--- config.mk ---
export PLATFORM = sky130hd
export DESIGN_NAME = seq_detect_param
export DESIGN_NICKNAME = d
export VERILOG_FILES = /design/src/rtl/seq_detect_pkg.sv /design/src/rtl/seq_detect_hist.sv /design/src/rtl/seq_detect_param.sv
export SDC_FILE = /design/constraint.sdc
export NUM_CORES = 1
export LEC_CHECK = 0
export BUFFER_PORTS_ARGS = -buffer_cell sky130_fd_sc_hd__buf_2
export CORE_UTILIZATION = 45
export CTS_CLUSTER_SIZE = 10
export DETAILED_ROUTE_END_ITERATION = 10
export PLACE_DENSITY = 0.69
export REMOVE_ABC_BUFFERS = 1
export SLEW_MARGIN = 5
export SYNTH_ARGS = -nofsm -noshare
export SYNTH_HDL_FRONTEND = slang
export SYNTH_SLANG_ARGS = --single-unit
--- constraint.sdc ---
create_clock -name clk -period 1.7 [get_ports clk]
set_input_delay 0.085 -clock clk [delete_from_list [all_inputs] [get_ports clk]]
set_output_delay 0.085 -clock clk [all_outputs]
set_load 0.05 [all_outputs]
--- src/rtl/seq_detect_pkg.sv ---
// Shared types for the parametrised serial pattern detector.
// Holds the FSM state encoding used by seq_detect_param.
package seq_detect_pkg;

    typedef enum logic [1:0] {
        S_EMPTY = 2'd0,
        S_FILL  = 2'd1,
        S_FULL  = 2'd2,
        S_MATCH = 2'd3
    } seq_state_t;

    // Bits needed to count 0..n inclusive.
    function automatic int fill_width(input int n);
        return $clog2(n + 1);
    endfunction

endpackage

--- src/rtl/seq_detect_hist.sv ---
// History shift register, fill counter and pattern compare.
// Ports: clk/reset, clr (drop window), restart (new window at x),
//   accept (qualified bit), x, pat; outputs match_nxt, fill_full_nxt.
module seq_detect_hist
    import seq_detect_pkg::*;
#(
    parameter int PAT_W = 4
) (
    input  logic             clk,
    input  logic             reset,
    input  logic             clr,
    input  logic             restart,
    input  logic             accept,
    input  logic             x,
    input  logic [PAT_W-1:0] pat,
    output logic             match_nxt,
    output logic             fill_full_nxt
);

    localparam int FW = fill_width(PAT_W);
    localparam logic [FW-1:0] FULL = FW'(PAT_W);

    logic [PAT_W-1:0] hist;
    logic [PAT_W-1:0] hist_nxt;
    logic [FW-1:0]    fill;
    logic [FW-1:0]    fill_nxt;

    always_comb begin
        hist_nxt = hist;
        fill_nxt = fill;
        if (clr) begin
            hist_nxt = '0;
            fill_nxt = '0;
        end else if (restart) begin
            // Non-overlapping exit: any accepted bit opens a new window.
            hist_nxt = accept ? {{(PAT_W-1){1'b0}}, x} : '0;
            fill_nxt = accept ? FW'(1) : '0;
        end else if (accept) begin
            hist_nxt = {hist[PAT_W-2:0], x};
            fill_nxt = (fill == FULL) ? fill : fill + 1'b1;
        end
    end

    always_ff @(posedge clk) begin
        if (reset) begin
            hist <= '0;
            fill <= '0;
        end else begin
            hist <= hist_nxt;
            fill <= fill_nxt;
        end
    end

    assign fill_full_nxt = (fill_nxt == FULL);
    assign match_nxt     = fill_full_nxt && (hist_nxt == pat);

endmodule

--- src/rtl/seq_detect_param.sv ---
// Runtime-loadable serial pattern detector, Moore match pulse z.
// Ports: clk, reset, x, x_valid, overlap, pat_load, pat_in,
//   z, state_o, match_count. Counter built only with SEQ_MATCH_CNT_EN.
module seq_detect_param
    import seq_detect_pkg::*;
#(
    parameter int               PAT_W   = 4,
    parameter logic [PAT_W-1:0] PAT_RST = 4'b1011,
    parameter int               CNT_W   = 8
) (
    input  logic             clk,
    input  logic             reset,
    input  logic             x,
    input  logic             x_valid,
    input  logic             overlap,
    input  logic             pat_load,
    input  logic [PAT_W-1:0] pat_in,
    output logic             z,
    output logic [1:0]       state_o,
    output logic [CNT_W-1:0] match_count
);

    seq_state_t       state;
    seq_state_t       state_nxt;
    logic [PAT_W-1:0] pat;
    logic             accept;
    logic             restart;
    logic             match_nxt;
    logic             fill_full_nxt;

    // A bit arriving with pat_load is discarded.
    assign accept  = x_valid & ~pat_load;
    assign restart = (state == S_MATCH) & ~overlap;

    seq_detect_hist #(
        .PAT_W(PAT_W)
    ) u_hist (
        .clk          (clk),
        .reset        (reset),
        .clr          (pat_load),
        .restart      (restart),
        .accept       (accept),
        .x            (x),
        .pat          (pat),
        .match_nxt    (match_nxt),
        .fill_full_nxt(fill_full_nxt)
    );

    always_ff @(posedge clk) begin
        if (reset)
            pat <= PAT_RST;
        else if (pat_load)
            pat <= pat_in;
    end

    always_ff @(posedge clk) begin
        if (reset)
            state <= S_EMPTY;
        else
            state <= state_nxt;
    end

    always_comb begin
        state_nxt = state;
        priority case (1'b1)
            pat_load: state_nxt = S_EMPTY;
            accept: begin
                if (match_nxt)
                    state_nxt = S_MATCH;
                else if (!fill_full_nxt)
                    state_nxt = S_FILL;
                else
                    state_nxt = S_FULL;
            end
            // Never hold S_MATCH without a new match.
            (state == S_MATCH):
                state_nxt = overlap ? S_FULL : S_EMPTY;
            default: state_nxt = state;
        endcase
    end

    assign z       = (state == S_MATCH);
    assign state_o = state;

`ifdef SEQ_MATCH_CNT_EN
    logic [CNT_W-1:0] cnt;

    always_ff @(posedge clk) begin
        if (reset)
            cnt <= '0;
        else if (state_nxt == S_MATCH && cnt != '1)
            cnt <= cnt + 1'b1;
    end

    assign match_count = cnt;
`else
    assign match_count = '0;
`endif

endmodule

==> flow_summary.json, run 1 <==
{
  "gp_congestion": 0.854,
  "power.switching_w": 0.000201,
  "seq_area_um2": 260,
  "n_antenna_cell": 0,
  "final_common_cell": "dfxtp_1",
  "ys_types": 38,
  "grt_pass1_vias": 599,
  "synth_seq_area_share": 0.313,
  "wire_per_inst_um": 12.1,
  "vias": 706,
  "fp-row-count": 15,
  "gr-usage-met3": 0.0240,
  "drt_iter0_markers": 24,
  "dieArea_mm2": 0.00202,
  "synth_edf_count": 0,
  "max_freq_ghz": 0.636,
  "grt_max_degree": 15,
  "rsz0062_at_grt": "false",
  "cp_data_arrival_time_ns": 1.80,
  "pwr-share-seq": 0.502,
  "initial_utilization": 0.481,
  "slew_viol_final": 0,
  "grt_pass1_wl_um": 2620,
  "ys.flop_type": "dfxtp_1",
  "synthAdderAreaFrac": 0.0301,
  "hpwlAfterDp_um": 1130,
  "routed_wl_um": 1590,
  "finalHoldViolCount": 0,
  "placed_cells": 127,
  "critPathLaunchType": "flip-flop",
  "ys_seq_elements": 13,
  "dr.pass1.iters": 4,
  "layout_common_cells": "dfxtp_1, buf_2, conb_1",
  "area_growth_pct": 7.08,
  "ant_nets": 0,
  "final_cell_count_no_fill": 131,
  "clkTransAtPathRegs_ns": 0.08,
  "ioPinCount": 21,
  "io_buffers": 12,
  "worstSetupPathType": "reg -> reg",
  "fin_worst_skew_ns": 0.000904,
  "critical_path.max_fanout": 6,
  "clockRootBuffer": "clkbuf_4",
  "fin_nets": 119,
  "cts_num_sinks": 13,
  "yosys_warnings": 0,
  "cts_setup_buffers": 0,
  "met1_usage": 0.244,
  "min_path_type": "in -> reg",
  "synthArstFlopShare": 0,
  "p_int_w": 0.000443,
  "cp-end-kind": "flip-flop",
  "synthCells": 96,
  "status": "complete, no violations",
  "vias_per_cell": 5.39,
  "synth_top_family_by_area": "simple AND/OR/NAND/NOR gates",
  "clockPowerShare": 0.309,
  "max-cap-violations": 0,
  "period_needed_ns": 1.57,
  "p_sw_frac": 0.312,
  "antenna_found_initial": 0,
  "grt_util_all_layers": 0.179,
  "synth_compound_area_frac": 0.173,
  "muxShareOfSynthArea": 0.0482,
  "clockBufferDepth": 2,
  "worst-endpoint-required_ns": 1.93,
  "drc": 0,
  "coreArea_mm2": 0.00173,
  "multi_input_area_um2": 493,
  "synth_simple_gate_area_frac": 0.267,
  "grt.busiest_layer": "met2",
  "fin_hold_ws_ns": 0.000721,
  "synth_xor_area_frac": 0.0316,
  "cts_tree": "done",
  "clk_latency_ns": 0.28,
  "dieHeight_um": 45.0,
  "die_w_um": 45.0,
  "setup_viol": 0,
  "powerDensity_mw_per_mm2": 724,
  "cts_buffers": 3,
  "share_comb_of_total_power": 0.189,
  "layout-drive-gt1-share": 0.179,
  "syn_avg_cell_area_um2": 8.65,
  "vdd_drop_max_mv": 0.259,
  "p_leak_nw": 0.366,
  "grtUsageMet2": 0.275,
  "min_period_over_period": 0.924,
  "synth_area_um2": 831,
  "h-tree-depth": 1,
  "fill_cells": 167,
  "overflow": 0,
  "final_core_util": 0.515
}
[cell usage after synthesis (2+ instances only)]
cell type,count,area share
a211o_1,3,0.032
a211oi_1,2,0.018
a21oi_1,4,0.024
and3b_1,2,0.021
buf_4,8,0.072
buf_6,2,0.027
clkbuf_1,3,0.014
dfxtp_1,13,0.31
ha_1,2,0.030
inv_1,3,0.014
mux2i_1,4,0.048
nand2_1,3,0.014
nand2b_1,6,0.045
nor2_1,4,0.018
nor2b_1,4,0.030
nor3_1,6,0.036
nor4_1,2,0.015
o21ai_0,4,0.024
xnor2_1,2,0.021
[path summary, 6_finish.rpt]
path	start	end	slack (ns)	cells after the start
max	state_o[0]$_SDFFE_PP0P_	state_o[0]$_SDFFE_PP0P_	0.13	5
min	pat_in[0]	pat[0]$_SDFFE_PP1P_	0.0007	2
max reg2reg	state_o[0]$_SDFFE_PP0P_	state_o[0]$_SDFFE_PP0P_	0.13	5
min reg2reg	pat[2]$_SDFFE_PP0P_	pat[2]$_SDFFE_PP0P_	0.53	2
[critical path, stage by stage (launching register included)]
cell and delay [ns]:
dfxtp_1 0.35, and3b_1 0.23, a2111o_1 0.36, o32ai_1 0.28
o2111a_1 0.21, o21a_1 0.10
[sequential cells by signal (all words and copies together) (netlist names)]
signal       flops
state_o          2
u_hist.fill      3
u_hist.hist      4
pat              4
[metal layers]
layer / wire length [µm] / share of wire / up-vias
met5: 0 / 0 / -
met1: 725 / 0.46 / 323
met4: 25 / 0.016 / 0
met2: 733 / 0.46 / 33
met3: 102 / 0.064 / 4
li1: - / - / 346
[through the flow]
stage	TNS, ns	power, W	worst slack, ns	cell area, µm²
global placement	0	0.000448	0.157	857
floorplan	-0.0557	0.000414	-0.0557	758
finish	0	0.000644	0.129	890
CTS	0	0.000645	0.0539	883
global route	0	0.000672	0.0399	890
detailed placement	0	0.000449	0.0719	857
[cells by family after synthesis]
group,after synthesis
AND/OR/NAND/NOR,36
flip-flops,13
AO/OA/AOI/OAI,20
XOR/XNOR,3
other,1
multiplexers,4
adder cells (fa/ha/maj),2
buffers and inverters,17
[timing repair]
action | CTS | global route
hold buffers | 0 | 0
resized for setup | 0 | 2
endpoints found under the setup margin | 0 | 1
[cell type report]
| class | count | area share |
|---|---|---|
| clock buffer | 4 | 0.0295 |
| tap | 25 | 0.0352 |
| sequential | 13 | 0.293 |
| timing repair buffer | 13 | 0.0759 |
| multi-input combinational | 73 | 0.554 |
| inverter | 3 | 0.0127 |
[power by group through the flow]
stage,sequential [W],combinational (W),clock [W]
6_report,0.000323,0.000122,0.000199
5_1_grt,0.000325,0.000131,0.000215
4_1_cts,0.000323,0.000120,0.000202
3_5_place_dp,0.000330,0.000119,0
3_3_place_gp,0.000330,0.000118,0
2_1_floorplan,0.000332,0.0000822,0
(Power assumes the default switching activity.)
==> run 2: changes to the inputs <==
- CAP_MARGIN: unset -> 20
- CTS_BUF_LIST: unset -> sky130_fd_sc_hd__clkbuf_4 sky130_fd_sc_hd__clkbuf_8 sky130_fd_sc_hd__clkbuf_16
- clock period: 1.7 -> 1.6 ns (I/O delays scaled with it)
==> run 2 against run 1 <==
- sequential share of layout area decreased by 3.2 points
- worst hold slack improved by 0.036 ns
- final area grew 14%
- utilization up 7.2 points
- die area stayed put
- via count rose by 4.0%
- total power up 11%
- sequential power up 6.2%
- routed wire length increased by 9.3%
- maximum frequency increased by 1.8%
- register-to-register slack got worse by 0.07 ns
- count of clock-buffer cells in the layout stayed put
- critical path type unchanged
- critical endpoint unchanged
- largest cell class unchanged
- largest power group unchanged
==> flow_summary.json, run 2 (same netlist as run 1, synthesis figures left out) <==
{
  "placed_area_um2": 895,
  "powerDensity_mw_per_mm2": 708,
  "overflow": 0,
  "worst-endpoint-required_ns": 1.78,
  "min_path_type": "in -> reg",
  "worstSetupPathType": "reg -> reg",
  "grt_pass1_wl_um": 2880,
  "h-tree-depth": 1,
  "cts_num_sinks": 13,
  "routed_wl_um": 1740,
  "cp-end-kind": "flip-flop",
  "setup_viol": 0,
  "clk_latency_ns": 0.28,
  "fp-row-count": 15,
  "multi_input_area_um2": 534,
  "drc": 0,
  "max_freq_ghz": 0.648,
  "die_w_um": 45.0,
  "reg.largest.list": "pat: 4 flops, u_hist.hist: 4 flops, u_hist.fill: 3 flops",
  "critPathLaunchType": "flip-flop",
  "hpwlAfterDp_um": 1180,
  "coreArea_mm2": 0.00173,
  "period_needed_ns": 1.54,
  "finalHoldViolCount": 0,
  "ant_nets": 0,
  "ioPinCount": 21,
  "fin_worst_skew_ns": 0.00655,
  "vdd_drop_max_mv": 0.359,
  "area_growth_pct": 22.0,
  "grt_util_all_layers": 0.202,
  "fin_hold_ws_ns": 0.0370,
  "clockRootBuffer": "clkbuf_4",
  "status": "complete, no violations",
  "initial_utilization": 0.481,
  "tightestPinTransition_ns": 0.664,
  "vias_per_cell": 5.24,
  "antenna_found_initial": 0,
  "io_buffers": 12,
  "min_period_over_period": 0.965,
  "dieHeight_um": 45.0,
  "grt_max_degree": 14,
  "final_common_cell": "buf_2",
  "drt_iter0_markers": 10,
  "fill_cells": 155,
  "seq_area_um2": 264,
  "gp_congestion": 0.872,
  "p_leak_nw": 0.416,
  "cp_data_arrival_time_ns": 1.73,
  "dieArea_mm2": 0.00202,
  "dr.pass1.iters": 4,
  "wire_per_inst_um": 12.4,
  "layout_common_cells": "buf_2, dfxtp_1, conb_1",
  "clockBufferDepth": 2,
  "postLayoutCellArea_mm2": 0.00101,
  "max-cap-violations": 0,
  "cts_tree": "done",
  "relSlewSlack": 0.551,
  "critical_path.max_fanout": 4,
  "vias": 734,
  "clkTransAtPathRegs_ns": 0.08,
  "cts_buffers": 3,
  "fin_nets": 128,
  "grt_pass1_vias": 634,
  "layout-drive-gt1-share": 0.304,
  "slew_viol_final": 0,
  "rsz0062_at_grt": "true",
  "n_antenna_cell": 0
}
[run 2: changes by cell type in the layout (fill, tap and decap cells not counted), moves of 3 or more]
cell           delta
dfxtp_1           -3
buf_4             +6
dfxtp_2           +3
dlygate4sd3_1     +3
[run 2: timing repair]
action / 4_1_cts / 5_1_grt
pin swaps: 0 / 7
setup buffers: 0 / 1
hold endpoints to repair: 2 / 1
setup endpoints to repair: 1 / 2
hold buffers: 2 / 1
resized for setup: 1 / 12
[run 2: per-layer routing]
layer,track usage,wire length (µm)
met5,0,0
met4,0.109,28
met2,0.301,763
met1,0.261,879
met3,0.0600,63
[run 2: final cells by class]
| class | count | area share |
|---|---|---|
| clock buffers | 4 | 0.0296 |
| inverters | 3 | 0.0111 |
| multi-input cells | 73 | 0.527 |
| flip-flops and latches | 13 | 0.260 |
| well taps | 25 | 0.0309 |
| repair buffers | 22 | 0.141 |
[run 2: worst paths after layout]
path	from	endpoint	slack, ns	cells past startpoint
hold reg to reg	state_o[1]$_SDFFE_PP0P_	state_o[1]$_SDFFE_PP0P_	0.52	2
setup reg to reg	u_hist.hist[1]$_SDFF_PP0_	state_o[0]$_SDFFE_PP0P_	0.06	5
hold / removal	pat_in[2]	pat[2]$_SDFFE_PP0P_	0.04	3
setup / recovery	u_hist.hist[1]$_SDFF_PP0_	state_o[0]$_SDFFE_PP0P_	0.06	5
[run 2: worst max-delay path, cell delays in order, from the launching register on]
cell	delay [ns]
dfxtp_1	0.41
nor2_1	0.11
a2111oi_4	0.37
o32ai_2	0.12
o2111a_1	0.26
o21a_1	0.18
[run 2: where the power goes]
| group | internal, W | switching (W) | total (W) |
|---|---|---|---|
| Sequential | 0.000334 | 0.00000843 | 0.000343 |
| Clock | 0.000114 | 0.000108 | 0.000222 |
| Combinational | 0.0000556 | 0.0000978 | 0.000153 |
[run 2: metrics by stage]
step	total power, W	worst slack (ns)	setup TNS [ns]	util	instances
final	0.000718	0.0562	0	0.587	140
after global routing	0.000767	-0.0438	-0.0438	0.587	140
after CTS	0.000711	0.0108	0	0.548	138
after detailed placement	0.000485	0.0165	0	0.518	132
after global placement	0.000483	0.0619	0	0.518	132
after floorplan	0.000440	-0.156	-0.156	-	89
==> run 3: changes to the inputs <==
- CORE_UTILIZATION: 45 -> 51
- PLACE_DENSITY: 0.69 -> 0.77
==> run 3 against run 2 <==
- clock power is essentially flat
- via count fell by 2.5%
- global-route usage up 0.23 points
- first-iteration DRC count grew 30%
- count of clock-buffer cells in the layout is the same
- critical path depth did not move
- sequential share of layout area is 1.1 points higher
- routed wire length down 1.8%
- die area shrank 11%
- largest cell class unchanged
==> flow_summary.json, run 3 (same netlist as run 1, synthesis figures left out) <==
{
  "status": "complete, no violations",
  "startpoint": "state_o[0]$_SDFFE_PP0P_",
  "fin_nets": 127,
  "period_needed_ns": 1.52,
  "cts_tree": "done",
  "grt.busiest_layer": "met2",
  "min_period_over_period": 0.951,
  "ant_nets": 0,
  "cp_data_arrival_time_ns": 1.70,
  "worstRegToRegCells": 5,
  "cts_buffers": 3,
  "ioPinCount": 21,
  "powerDensity_mw_per_mm2": 737,
  "clockRootBuffer": "clkbuf_4",
  "overflow": 0,
  "grt_pass1_wl_um": 2720,
  "die_w_um": 42.4,
  "antenna_found_initial": 0,
  "cts_setup_buffers": 0,
  "cts_num_sinks": 13,
  "wire_per_inst_um": 13.1,
  "finalHoldViolCount": 0,
  "io_buffers": 12,
  "max-cap-violations": 0,
  "n_antenna_cell": 0,
  "setup_viol": 0,
  "reg.largest.list": "pat: 4 flops, u_hist.hist: 4 flops, u_hist.fill: 3 flops",
  "clkTransAtPathRegs_ns": 0.08,
  "worstSetupPathType": "reg -> reg",
  "critical_path.max_fanout": 3,
  "grt_max_degree": 14,
  "hpwlAfterDp_um": 1220,
  "area_growth_pct": 15.8,
  "h-tree-depth": 1,
  "vias_per_cell": 5.51,
  "final_core_util": 0.639,
  "clockBufferDepth": 2,
  "critPathLaunchType": "flip-flop",
  "min_from": "pat_in[3]",
  "layout_common_cells": "buf_2, dfxtp_1, conb_1",
  "dieArea_mm2": 0.00179,
  "initial_utilization": 0.551,
  "clk_latency_ns": 0.27,
  "min_path_type": "in -> reg",
  "grtUsageMet2": 0.360,
  "gr-usage-met3": 0.0517,
  "min_path_cells": 2,
  "grt_util_all_layers": 0.204,
  "slew_viol_final": 0,
  "fin_hold_ws_ns": 0.0168,
  "coreArea_mm2": 0.00151,
  "fin_worst_skew_ns": 0.00219,
  "drc": 0,
  "grt_pass1_vias": 649,
  "met1_usage": 0.235,
  "routed_wl_um": 1700,
  "vdd_drop_max_mv": 0.554,
  "layout-drive-gt1-share": 0.254,
  "cp-end-kind": "flip-flop",
  "vias": 716,
  "p_leak_nw": 0.411,
  "drt_iter0_markers": 13,
  "rr_startpoint": "state_o[0]$_SDFFE_PP0P_",
  "worst-endpoint-required_ns": 1.78,
  "gp_congestion": 0.890,
  "max_freq_ghz": 0.657,
  "dieHeight_um": 42.4,
  "total_power_w": 0.000709,
  "dr.pass1.iters": 4,
  "fp-row-count": 14
}
==> run 3: cell count changes in the layout (fill, tap and decap cells not counted), sizes merged <==
cell | before | now
dlygate4sd3 | 3 | 2
==> run 3: area by class of cell <==
cell class	count	area [µm²]
clock buffer	4	30.0
timing repair buffer	21	133
fill	140	544
multi-input combinational	73	507
inverter	3	11.3
tap	16	20.0
sequential	13	262
==> run 3: path summary, 6_finish.rpt <==
check / end / slack, ns
worst max-delay path: state_o[0]$_SDFFE_PP0P_ / 0.08
worst min-delay path: pat[3]$_SDFFE_PP1P_ / 0.02
worst max register to register: state_o[0]$_SDFFE_PP0P_ / 0.08
worst min register to register: u_hist.fill[0]$_SDFF_PP0_ / 0.53
==> run 3: through the flow <==
| stage | TNS (ns) | area [µm²] | worst slack, ns | std cells |
|---|---|---|---|---|
| 3_5_place_dp | 0 | 891 | 0.0510 | 124 |
| 4_1_cts | 0 | 931 | 0.0411 | 129 |
| 6_report | 0 | 962 | 0.0779 | 130 |
| 3_3_place_gp | 0 | 891 | 0.0980 | 124 |
| 2_1_floorplan | -0.156 | 758 | -0.156 | 89 |
| 5_1_grt | -0.0109 | 962 | -0.0109 | 130 |
==> run 3: power by group <==
| part | internal [W] | switching (W) | total [W] | leakage [nW] |
|---|---|---|---|---|
| combinational | 0.0000500 | 0.0000941 | 0.000144 | 0.286 |
| sequential | 0.000334 | 0.00000880 | 0.000343 | 0.107 |
| clock | 0.000114 | 0.000108 | 0.000222 | 0.0184 |
==> run 3: timing repair <==
| item | 4_1_cts | 5_1_grt |
|---|---|---|
| setup endpoints to repair | 0 | 2 |
| hold endpoints to repair | 1 | 1 |
| hold buffers | 1 | 1 |
| resized for setup | 0 | 5 |
==> run 3: worst max-delay path: stages (launching register included) <==
cell and delay [ns]:
dfxtp_1 0.32, and3b_1 0.21, a2111oi_2 0.37, o32ai_2 0.13, o2111a_1 0.24, o21a_1 0.16
==> run 3: layer usage <==
layer,share of wire,wire [µm]
met1,0.44,748
met4,0,0
met2,0.54,915
met3,0.023,39
met5,0,0
